$ cat src/rtl/block_averager_if.sv
// Sample-in / block-result-out bundle between the adder stage and the block averager.
// The averager sits on the slave side; the upstream driver is the master.
interface block_averager_if #(
    parameter int DATA_WIDTH   = 32,
    parameter int MAX_LOG2_LEN = 8
);
    logic signed [DATA_WIDTH-1:0]              i_data;
    logic                                      i_valid;
    logic signed [DATA_WIDTH+MAX_LOG2_LEN-1:0] o_sum;
    logic signed [DATA_WIDTH-1:0]              o_mean;
    logic                                      o_valid;
    logic                                      o_busy;

    modport master (
        output i_data, i_valid,
        input  o_sum, o_mean, o_valid, o_busy
    );

    modport slave (
        input  i_data, i_valid,
        output o_sum, o_mean, o_valid, o_busy
    );
endinterface

$ cat src/rtl/block_averager.sv
// Accumulates blocks of 2^L valid samples and emits the full block sum
// and its floored mean, each with a single-cycle valid pulse.
module block_averager #(
    parameter int DATA_WIDTH   = 32,
    parameter int MAX_LOG2_LEN = 8
) (
    input  logic       i_clk,
    input  logic       i_reset,
    input  logic       i_enable,
    input  logic [3:0] i_log2_len,
    block_averager_if.slave s_if
);
    localparam int AW = DATA_WIDTH + MAX_LOG2_LEN;
    localparam int CW = MAX_LOG2_LEN + 1;

    typedef enum logic {S_IDLE, S_ACCUM} state_t;

    function automatic logic [3:0] clamp_len(input logic [3:0] len);
        if (len > 4'(MAX_LOG2_LEN))
            return 4'(MAX_LOG2_LEN);
        return len;
    endfunction

    function automatic logic signed [AW-1:0] sext(input logic signed [DATA_WIDTH-1:0] d);
        return {{MAX_LOG2_LEN{d[DATA_WIDTH-1]}}, d};
    endfunction

    // Arithmetic shift floors toward minus infinity; the result always fits DATA_WIDTH.
    function automatic logic signed [DATA_WIDTH-1:0] floor_mean(
        input logic signed [AW-1:0] total,
        input logic [3:0]           len
    );
        return DATA_WIDTH'(total >>> len);
    endfunction

    state_t                       r_state, w_state_nxt;
    logic [CW-1:0]                r_count;
    logic [3:0]                   r_len;
    logic signed [AW-1:0]         r_acc;
    logic signed [AW-1:0]         r_sum;
    logic signed [DATA_WIDTH-1:0] r_mean;
    logic                         r_valid;
    logic                         r_busy;

    logic                         w_take;
    logic                         w_last;
    logic [3:0]                   w_len_start;
    logic [3:0]                   w_len;
    logic signed [AW-1:0]         w_base;
    logic signed [AW-1:0]         w_total;
    logic [CW-1:0]                w_cnt_inc;
    logic [CW-1:0]                w_blk_len;
    logic                         w_valid_nxt;
    logic                         w_busy_nxt;

    // A sample taken in IDLE starts a fresh block: it latches L and loads rather than adds.
    always_comb begin
        w_take      = i_enable & s_if.i_valid;
        w_len_start = clamp_len(i_log2_len);
        w_len       = (r_state == S_IDLE) ? w_len_start : r_len;
        w_base      = (r_state == S_IDLE) ? '0 : r_acc;
        w_total     = w_base + sext(s_if.i_data);
        w_cnt_inc   = (r_state == S_IDLE) ? CW'(1) : r_count + CW'(1);
        w_blk_len   = CW'(1) << w_len;
        w_last      = w_take && (w_cnt_inc == w_blk_len);
    end

    always_ff @(posedge i_clk) begin
        if (i_reset)
            r_state <= S_IDLE;
        else
            r_state <= w_state_nxt;
    end

    always_comb begin
        w_state_nxt = r_state;
        if (!i_enable)
            w_state_nxt = S_IDLE;
        else if (w_take)
            w_state_nxt = w_last ? S_IDLE : S_ACCUM;
    end

    always_comb begin
        w_valid_nxt = w_last;
        w_busy_nxt  = (w_state_nxt == S_ACCUM);
    end

    always_ff @(posedge i_clk) begin
        if (i_reset) begin
            r_count <= '0;
            r_len   <= '0;
            r_acc   <= '0;
            r_sum   <= '0;
            r_mean  <= '0;
            r_valid <= 1'b0;
            r_busy  <= 1'b0;
        end else begin
            r_valid <= w_valid_nxt;
            r_busy  <= w_busy_nxt;
            if (!i_enable) begin
                r_count <= '0;
            end else if (w_take) begin
                if (r_state == S_IDLE)
                    r_len <= w_len_start;
                if (w_last) begin
                    r_count <= '0;
                    r_sum   <= w_total;
                    r_mean  <= floor_mean(w_total, w_len);
                end else begin
                    r_count <= w_cnt_inc;
                    r_acc   <= w_total;
                end
            end
        end
    end

    assign s_if.o_sum   = r_sum;
    assign s_if.o_mean  = r_mean;
    assign s_if.o_valid = r_valid;
    assign s_if.o_busy  = r_busy;
endmodule

$ cat src/flat_wrapper.sv
// flat-port wrapper written by rule: the top's interface ports become plain ports
module block_averager_flat 
#(
    parameter int DATA_WIDTH   = 32,
    parameter int MAX_LOG2_LEN = 8
)
  (i_clk, i_reset, i_enable, i_log2_len, s_if_i_data, s_if_i_valid, s_if_o_sum, s_if_o_mean, s_if_o_valid, s_if_o_busy);
  block_averager_if #(.DATA_WIDTH(DATA_WIDTH), .MAX_LOG2_LEN(MAX_LOG2_LEN)) s_if_i ();
  input  logic i_clk;
  input  logic i_reset;
  input  logic i_enable;
  input  logic [3:0] i_log2_len;
  input wire logic [$bits(s_if_i.i_data)-1:0] s_if_i_data;
  input wire logic [$bits(s_if_i.i_valid)-1:0] s_if_i_valid;
  output wire logic [$bits(s_if_i.o_sum)-1:0] s_if_o_sum;
  output wire logic [$bits(s_if_i.o_mean)-1:0] s_if_o_mean;
  output wire logic [$bits(s_if_i.o_valid)-1:0] s_if_o_valid;
  output wire logic [$bits(s_if_i.o_busy)-1:0] s_if_o_busy;
  assign s_if_i.i_data = s_if_i_data;
  assign s_if_i.i_valid = s_if_i_valid;
  assign s_if_o_sum = s_if_i.o_sum;
  assign s_if_o_mean = s_if_i.o_mean;
  assign s_if_o_valid = s_if_i.o_valid;
  assign s_if_o_busy = s_if_i.o_busy;
  block_averager #(.DATA_WIDTH(DATA_WIDTH), .MAX_LOG2_LEN(MAX_LOG2_LEN)) u_core (.i_clk(i_clk), .i_reset(i_reset), .i_enable(i_enable), .i_log2_len(i_log2_len), .s_if(s_if_i));
endmodule
$ cat config.mk
export PLATFORM = sky130hd
export DESIGN_NAME = block_averager_flat
export DESIGN_NICKNAME = d
export VERILOG_FILES = /design/src/rtl/block_averager_if.sv /design/src/rtl/block_averager.sv /design/src/flat_wrapper.sv
export SDC_FILE = /design/constraint.sdc
export NUM_CORES = 1
export LEC_CHECK = 0
export BUFFER_PORTS_ARGS = -buffer_cell sky130_fd_sc_hd__buf_2
export CAP_MARGIN = 10
export CORE_ASPECT_RATIO = 0.9
export CORE_MARGIN = 5
export CORE_UTILIZATION = 41
export DETAILED_ROUTE_END_ITERATION = 7
export PLACE_DENSITY_LB_ADDON = 0.3
export SLEW_MARGIN = 20
export SYNTH_ARGS = -nofsm -noshare
export SYNTH_HDL_FRONTEND = slang
export SYNTH_SLANG_ARGS = --single-unit
export TNS_END_PERCENT = 20
$ cat constraint.sdc
create_clock -name i_clk -period 3.8 [get_ports i_clk]
set_input_delay 0.76 -clock i_clk [delete_from_list [all_inputs] [get_ports i_clk]]
set_output_delay 0.76 -clock i_clk [all_outputs]
set_load 0.02 [all_outputs]
Yosys cells after proc, flatten, opt, wreduce, memory -nomap -nowiden. Cells that the tools add are included.

Register bits: 127. Input port bits: 40. Output and inout bits: 74. Logic and storage cells: 29.

Add/subtract/negate cells: 2. Magnitude comparators: 1. Eq/ne operators: 1. Shift-type cells: 2. Mux-type cells: 8. Bitwise logic cells: 3. Reductions and logical operators: 5.

Operators by type and width (number): $add 40x32->40 (1); $mux 40 (1); $sshr 40x4->32 (1); $mux 9 (2); $mux 4 (3); $add 9x1->9 const B (1); $eq 9x9->1 (1); $shl 1x4->9 const A (1); $reduce_and 3->1 (2); $gt 4x4->1 const B (1); $mux 1 (2); $not 1->1 (2); $reduce_and 2->1 (1); $reduce_or 2->1 (1); $and 1x1->1 (1); $logic_and 1x1->1 (1).

Longest topological paths before layout. Gate-level depths: netlist (run 1).

Depth after elaboration: 9. Depth in mapped cells: 18. Gate-level depth less buffers: 13.

Least setup slack after synthesis (run 1). OpenSTA, ideal clock, no wires.

Path type: register -> register. From: register u_core.r_state. To: register u_core.r_mean[12] (netlist: u_core.s_if.o_mean[12]). Library setup time: 0.122 ns. Arrival: 4.115 ns. Data required time: 3.678 ns. Path slack: -0.437 ns. Stages on the path, launching flop included: 17. Path buffers: 6. Period minus slack after synthesis: 4.237 ns. Cell sequence: dfxtp_1 > buf_6 > buf_2 > buf_2 > clkbuf_1 > clkbuf_1 > and2_1 > ha_1 > buf_2 > a21oi_1 > o21ai_0 > a22o_1 > a311o_2 > xor2_1 > mux4_2 > mux2_2 > a221o_1.

Longest elaborated chain between the ends: 5. Elaborated cells between the ends (all ways): 9. Those cells by class: add/sub (1); eq/ne (1); shift (2); mux (3); reduce/logical (2).

RTL lines: from (decl) (line block_averager.sv:36) `state_t r_state, w_state_nxt;`; from (signal assigned) (line block_averager.sv:72) `r_state <= w_state_nxt;`; branches (longest 5 deep; another with $add 40x32->40); to (signal assigned) (line block_averager.sv:108) `r_mean <= floor_mean(w_total, w_len);`; to (decl) (line block_averager.sv:41) `logic signed [DATA_WIDTH-1:0] r_mean;`.

Parallel ways; which one is timed is not known. A chain may end at the register's enable or synchronous reset.

Worst setup path in the final report (run 1).
From: register u_core.r_state. To: register u_core.r_mean[15] (netlist: u_core.s_if.o_mean[15]).

The elaborated chain is that of the path after synthesis.

==> reports/metrics.cfg, run 1 <==
[run_status]
status=finished, final reports clean

[floorplan]
num_rows=53
coreArea_um2=23540
fp.dieH_um=157.2
dieWidth_um=173.6
die-area_um2=27290
initial_core_util_pct=41.93
ios=114

[detailed_routing]
drc=0
wl_per_cell_um=19.44
drt-initial-drc-count=1063
wl_mm=36.35
detail-route-antenna-nets=0
vias=11040
vias_per_cell=5.904
first_pass_iters=5

[clock_tree]
holdBufCountCts=0
numCtsBuffers=17
cts.clk_slew.worst_paths_ns=0.06
cts_sinks=127
cts_root_buffer=clkbuf_16
htreeDepth=4
clk_path_buf_depth=2
cts_tree=built
clock_latency_ns=0.43

[critical_path]
slowest_stage=a311o_2
critPathKind=flop to flop
cp-start-kind=flop
cp.arrival_ns=4.13
crit_buf_inv=3
path_max_fanout=5
crit_family=compound AO/OA/AOI/OAI gates
slowest_delay_ns=0.47
cp-end-kind=flop
crit_top_cell=buf_4
path_cells=buf_4 > and2_4 > ha_4 > fa_2 > a21o_1 > a22oi_2 > o211ai_2 > a311o_2 > buf_4 > xnor2_1 > a222oi_1 > o211ai_1 > o31ai_1 > buf_4 > nor2_1 > o32ai_2
required_ns=4.13

[finish]
num-nets-final=1636
fill_cells=2241
final_util_pct=54.23
final_cell_area_um2=12770
antenna_cells=0
layout-drive-gt1-share_pct=26.15
syn_to_final_growth_pct=29.33

[global_route]
grt_pass1_vias=10350
grt_pass1_wl_mm=56.07
grt-ovfl-total=0
antenna_found_initial=0
grt_start_max_net_pins=92
grt_usage_pct=25.55

[timing]
max-slew-margin-rel_pct=30.52
fin_ws_ns=0.0002736
setup_violations=0
whs_ns=0.4504
skew_ns=0.01500
period_minus_slack_ns=3.800
hold_viol=0
finalCritPeriodShare_pct=99.99
drv_slew=0
worst_slew_pin_slew_ns=1.042
rsz0062_at_grt=yes
max_freq_mhz=263.2

[synthesis]
ys_seq_area_share_pct=25.75
synthXorXnorAreaFrac_pct=3.726
synth_top_family_by_area=compound AO/OA/AOI/OAI gates
syn_avg_cell_area_um2=7.439
synth_compound_area_share_pct=28.78
syn-instance-count=1327
synth_nets=1408
synthSimpleGateAreaFrac_pct=24.73
yosys_warnings=0
synth_common_cells=nand2_1 (177), nor2_1 (145), a21oi_1 (132)
async_flop_share_pct=0
muxShareOfSynthArea_pct=6.565
synth-edff-count=0
yosysTopAreaCell=dfxtp_1
netlist_area_um2=9872
yosys-top-cells-area=dfxtp_1 (26%), nand2_1 (6.7%), a21oi_1 (6.7%)
yosysMostFrequentCell=nand2_1
ys_ff_latch=127
synth_cell_types=86
synth_top_area_share_pct=25.75
synthAdderAreaFrac_pct=5.272
ys.flop_type=dfxtp_1

[placement]
hpwl_mm=27.45
dp_slack_ns=-0.2711
place.gp.congestion=0.9478
dpl-instance-area_um2=11980
port_buffers=113

[power_and_ir_drop]
ir_drop_mv=0.2155
p_total_mw=4.126
cellLeakagePower_nw=5.434
p_per_area_nw_per_um2=323.2

[flow_run]
maxCapViolCount=0

[min_path]
hp-class=flop to flop

## registers in the layout (all words and copies together), names as in the netlist
register             count
u_core.r_state           1
u_core.s_if.o_mean      32
u_core.s_if.o_sum       40
u_core.r_count           9
u_core.r_len             4
u_core.r_acc            40
u_core.s_if.o_valid      1
## worst paths after layout
check / startpoint / to / slack (ns) / cells past startpoint
min: u_core.r_acc[29] / u_core.r_acc[29] / 0.45 / 2
min reg2reg: u_core.r_acc[29] / u_core.r_acc[29] / 0.45 / 2
max: u_core.r_state / u_core.s_if.o_mean[15] / 0.0003 / 16
max reg2reg: u_core.r_state / u_core.s_if.o_mean[15] / 0.0003 / 16
## logic make-up (layout without fill, tap and decap cells)
logic type / Yosys count / in the layout
compound gates: 423 / 423
mux: 62 / 62
buf+inv: 114 / 355
flops: 127 / 127
xor+xnor: 39 / 39
fa+ha+maj: 41 / 41
simple gates: 521 / 521
## final cells by class
class                           count  area, µm²  share of cell area [%]
Clock inverter                     13      187.7                   1.470
Tap cell                          302      377.9                   2.960
Multi-Input combinational cell   1086       7063                   55.32
Inverter                           19      71.32                  0.5586
Timing Repair Buffer              304       2078                   16.28
Clock buffer                       19      442.9                   3.469
Sequential cell                   127       2546                   19.94
## metrics by stage
stage / std cells / setup TNS [ns]
after global routing: 1870 / -0.5552
final: 1870 / 0
after CTS: 1866 / 0
after detailed placement: 1834 / -2.692
after global placement: 1834 / -2.411
after floorplan: 1327 / -0.02438
## placed cells by master, fill, tap and decap left out, types with 19 or more instances in the layout
master    synthesis  final
a211oi_1         34     31
a21oi_1         132    127
and2_1           58     56
buf_2            27    113
buf_4             7    184
dfxtp_1         127    126
ha_1             40     37
mux2i_1          51     50
nand2_1         177    177
nand3_1          31     31
nand4_1          19     19
nor2_1          145    144
nor3_1           30     30
o211ai_1         23     23
o21ai_0          56     51
xnor2_1          27     22
## worst min-delay path, cell delays in order (launching register included)
cell and delay [ns]:
dfxtp_1 0.30, nand2_1 0.05, a21oi_1 0.05
## per-layer routing
layer	wire length (µm)	vias to the layer above	global-route usage [%]
li1	-	5326	-
met4	986	0	8.131
met3	2627	61	4.707
met1	15780	5221	33.46
met2	16950	432	43.03
met5	0	-	0
## report_power, final
group / internal (mW) / switching (mW)
clock network: 1.12 / 0.671
registers: 1.38 / 0.0279
logic: 0.368 / 0.566
total: 2.86 / 1.26
## repair_timing
action,CTS,global route
gates resized for setup,0,26
buffers inserted,0,4
endpoints found under the setup margin,0,26
Note: power is estimated with default switching activity, not from simulation.
==> inputs of run 2 (changes only) <==
Clock period 3.8 ns to 3.3 ns, I/O delays scaled along.
==> run 2 against run 1 <==
Effect of this change:
- the run now ends with setup timing left
- clock skew rose by 0.0030 ns
- global-route usage rose by 3.1 points
- sequential share of layout area fell by 3.2 points
- flip-flop and latch count did not move
- count of clock-buffer cells in the layout rose by 2
- non-clock buffer count rose by 162
- largest cell class unchanged
==> reports/metrics.cfg, run 2 (synthesized netlist as in run 1, its figures left out) <==
[timing]
drv_slew=0
finalCritPeriodShare_pct=112.1
setup_violations=115
rsz0062_at_grt=yes
hold_viol=0
max-slew-margin-rel_pct=56.24
worst_slew_pin_slew_ns=0.6564
period_minus_slack_ns=3.699
max_freq_mhz=270.4
fin_ws_ns=-0.3988
skew_ns=0.01801

[clock_tree]
numCtsBuffers=17
clock_latency_ns=0.43
clk_path_buf_depth=2
cts_sinks=127
cts.clk_slew.worst_paths_ns=0.07
cts_root_buffer=clkbuf_16
htreeDepth=4
cts_tree=built
holdBufCountCts=0

[global_route]
grt-ovfl-total=0
grt_pass1_vias=11710
antenna_found_initial=0
grt_usage_pct=28.69
grt_start_max_net_pins=53
grt_pass1_wl_mm=63.34

[power_and_ir_drop]
cellLeakagePower_nw=6.438
ir_drop_mv=0.2589
p_per_area_nw_per_um2=338.8
p_total_mw=5.139

[floorplan]
coreArea_um2=23540
die-area_um2=27290
ios=114
initial_core_util_pct=41.93
dieWidth_um=173.6
num_rows=53
fp.dieH_um=157.2

[finish]
layout_commonest_cell=buf_4
layout.cells.non_filler=2032
antenna_cells=0
syn_to_final_growth_pct=53.68
final_cell_mix=buf_4 (320), nand2_1 (170), nor2_1 (137)
num-nets-final=1798
layout-drive-gt1-share_pct=41.79

[detailed_routing]
first_pass_iters=5
wl_per_cell_um=20.23
wl_mm=41.10
detail-route-antenna-nets=0
vias_per_cell=6.035
vias=12260
drt-initial-drc-count=1273
drc=0

[placement]
hpwl_mm=29.29
place.gp.congestion=0.9285
dp_cells=1962
port_buffers=113

[run_status]
failed_checks=setup timing
status=finished, violations left

[critical_path]
critPathKind=flop to flop
required_ns=3.59
cp-start-kind=flop
cp-end-kind=flop
cp.arrival_ns=3.99
path_max_fanout=8

[min_path]
hp-class=flop to flop

[flow_run]
maxCapViolCount=0

run 2: path summary, 6_finish.rpt:
path | depth (start not counted) | slack [ns] | startpoint | to
min | 2 | 0.45 | u_core.r_acc[11] | u_core.r_acc[11]
min reg2reg | 2 | 0.45 | u_core.r_acc[11] | u_core.r_acc[11]
max reg2reg | 17 | -0.40 | u_core.r_state | u_core.s_if.o_mean[28]
max | 17 | -0.40 | u_core.r_state | u_core.s_if.o_mean[28]
run 2: through the flow:
stage	hold WS (ns)	util [%]	area, µm²	setup slack, ns	setup TNS, ns
floorplan	0.4317	-	10040	-0.5185	-11.22
global placement	0.4383	55.04	12960	-0.6957	-16.79
detailed placement	0.4428	55.04	12960	-0.7210	-18.52
CTS	0.4543	62.04	14600	-0.3801	-10.56
global route	0.4818	64.44	15170	-0.5312	-29.63
finish	0.4497	64.44	15170	-0.3988	-18.68
run 2: metal layers:
| metal | GRT usage, % | share of wire, % | up-vias |
|---|---|---|---|
| met5 | 0 | 0 | - |
| met4 | 10.45 | 4.1 | 0 |
| met3 | 5.932 | 7.7 | 143 |
| met2 | 48.89 | 47 | 593 |
| met1 | 36.24 | 41 | 5857 |
| li1 | - | - | 5670 |
run 2: report_power, final:
group / switching [mW] / total [mW] / internal, mW
registers: 0.0370 / 1.62 / 1.59
logic: 0.780 / 1.38 / 0.601
clock network: 0.760 / 2.14 / 1.38
run 2: cell type report:
type,instances,area [µm²]
inverter,19,80.08
clock buffer,21,491.7
timing repair buffer,466,3470
sequential,127,2546
fill,1980,8371
multi-input combinational,1086,8028
clock inverter,11,177.7
tap,302,377.9
run 2: worst max-delay path, cell delays in order (launching register included):
cell       delay (ns)
dfxtp_4          0.49
buf_8            0.18
and2_4           0.17
ha_4             0.20
buf_6            0.11
a21o_1           0.18
a22oi_2          0.27
o211ai_4         0.12
a311o_2          0.45
buf_6            0.16
a2111oi_4        0.39
buf_4            0.19
nor3_4           0.04
buf_4            0.14
nand2_2          0.07
o2111ai_1        0.11
o211ai_1         0.18
o211ai_1         0.12
run 2: repair_timing:
action | in CTS | in global routing
cloned | 1 | 0
gates resized for setup | 157 | 107
setup buffers | 23 | 15
pin swaps | 51 | 56
setup endpoints to repair | 72 | 123
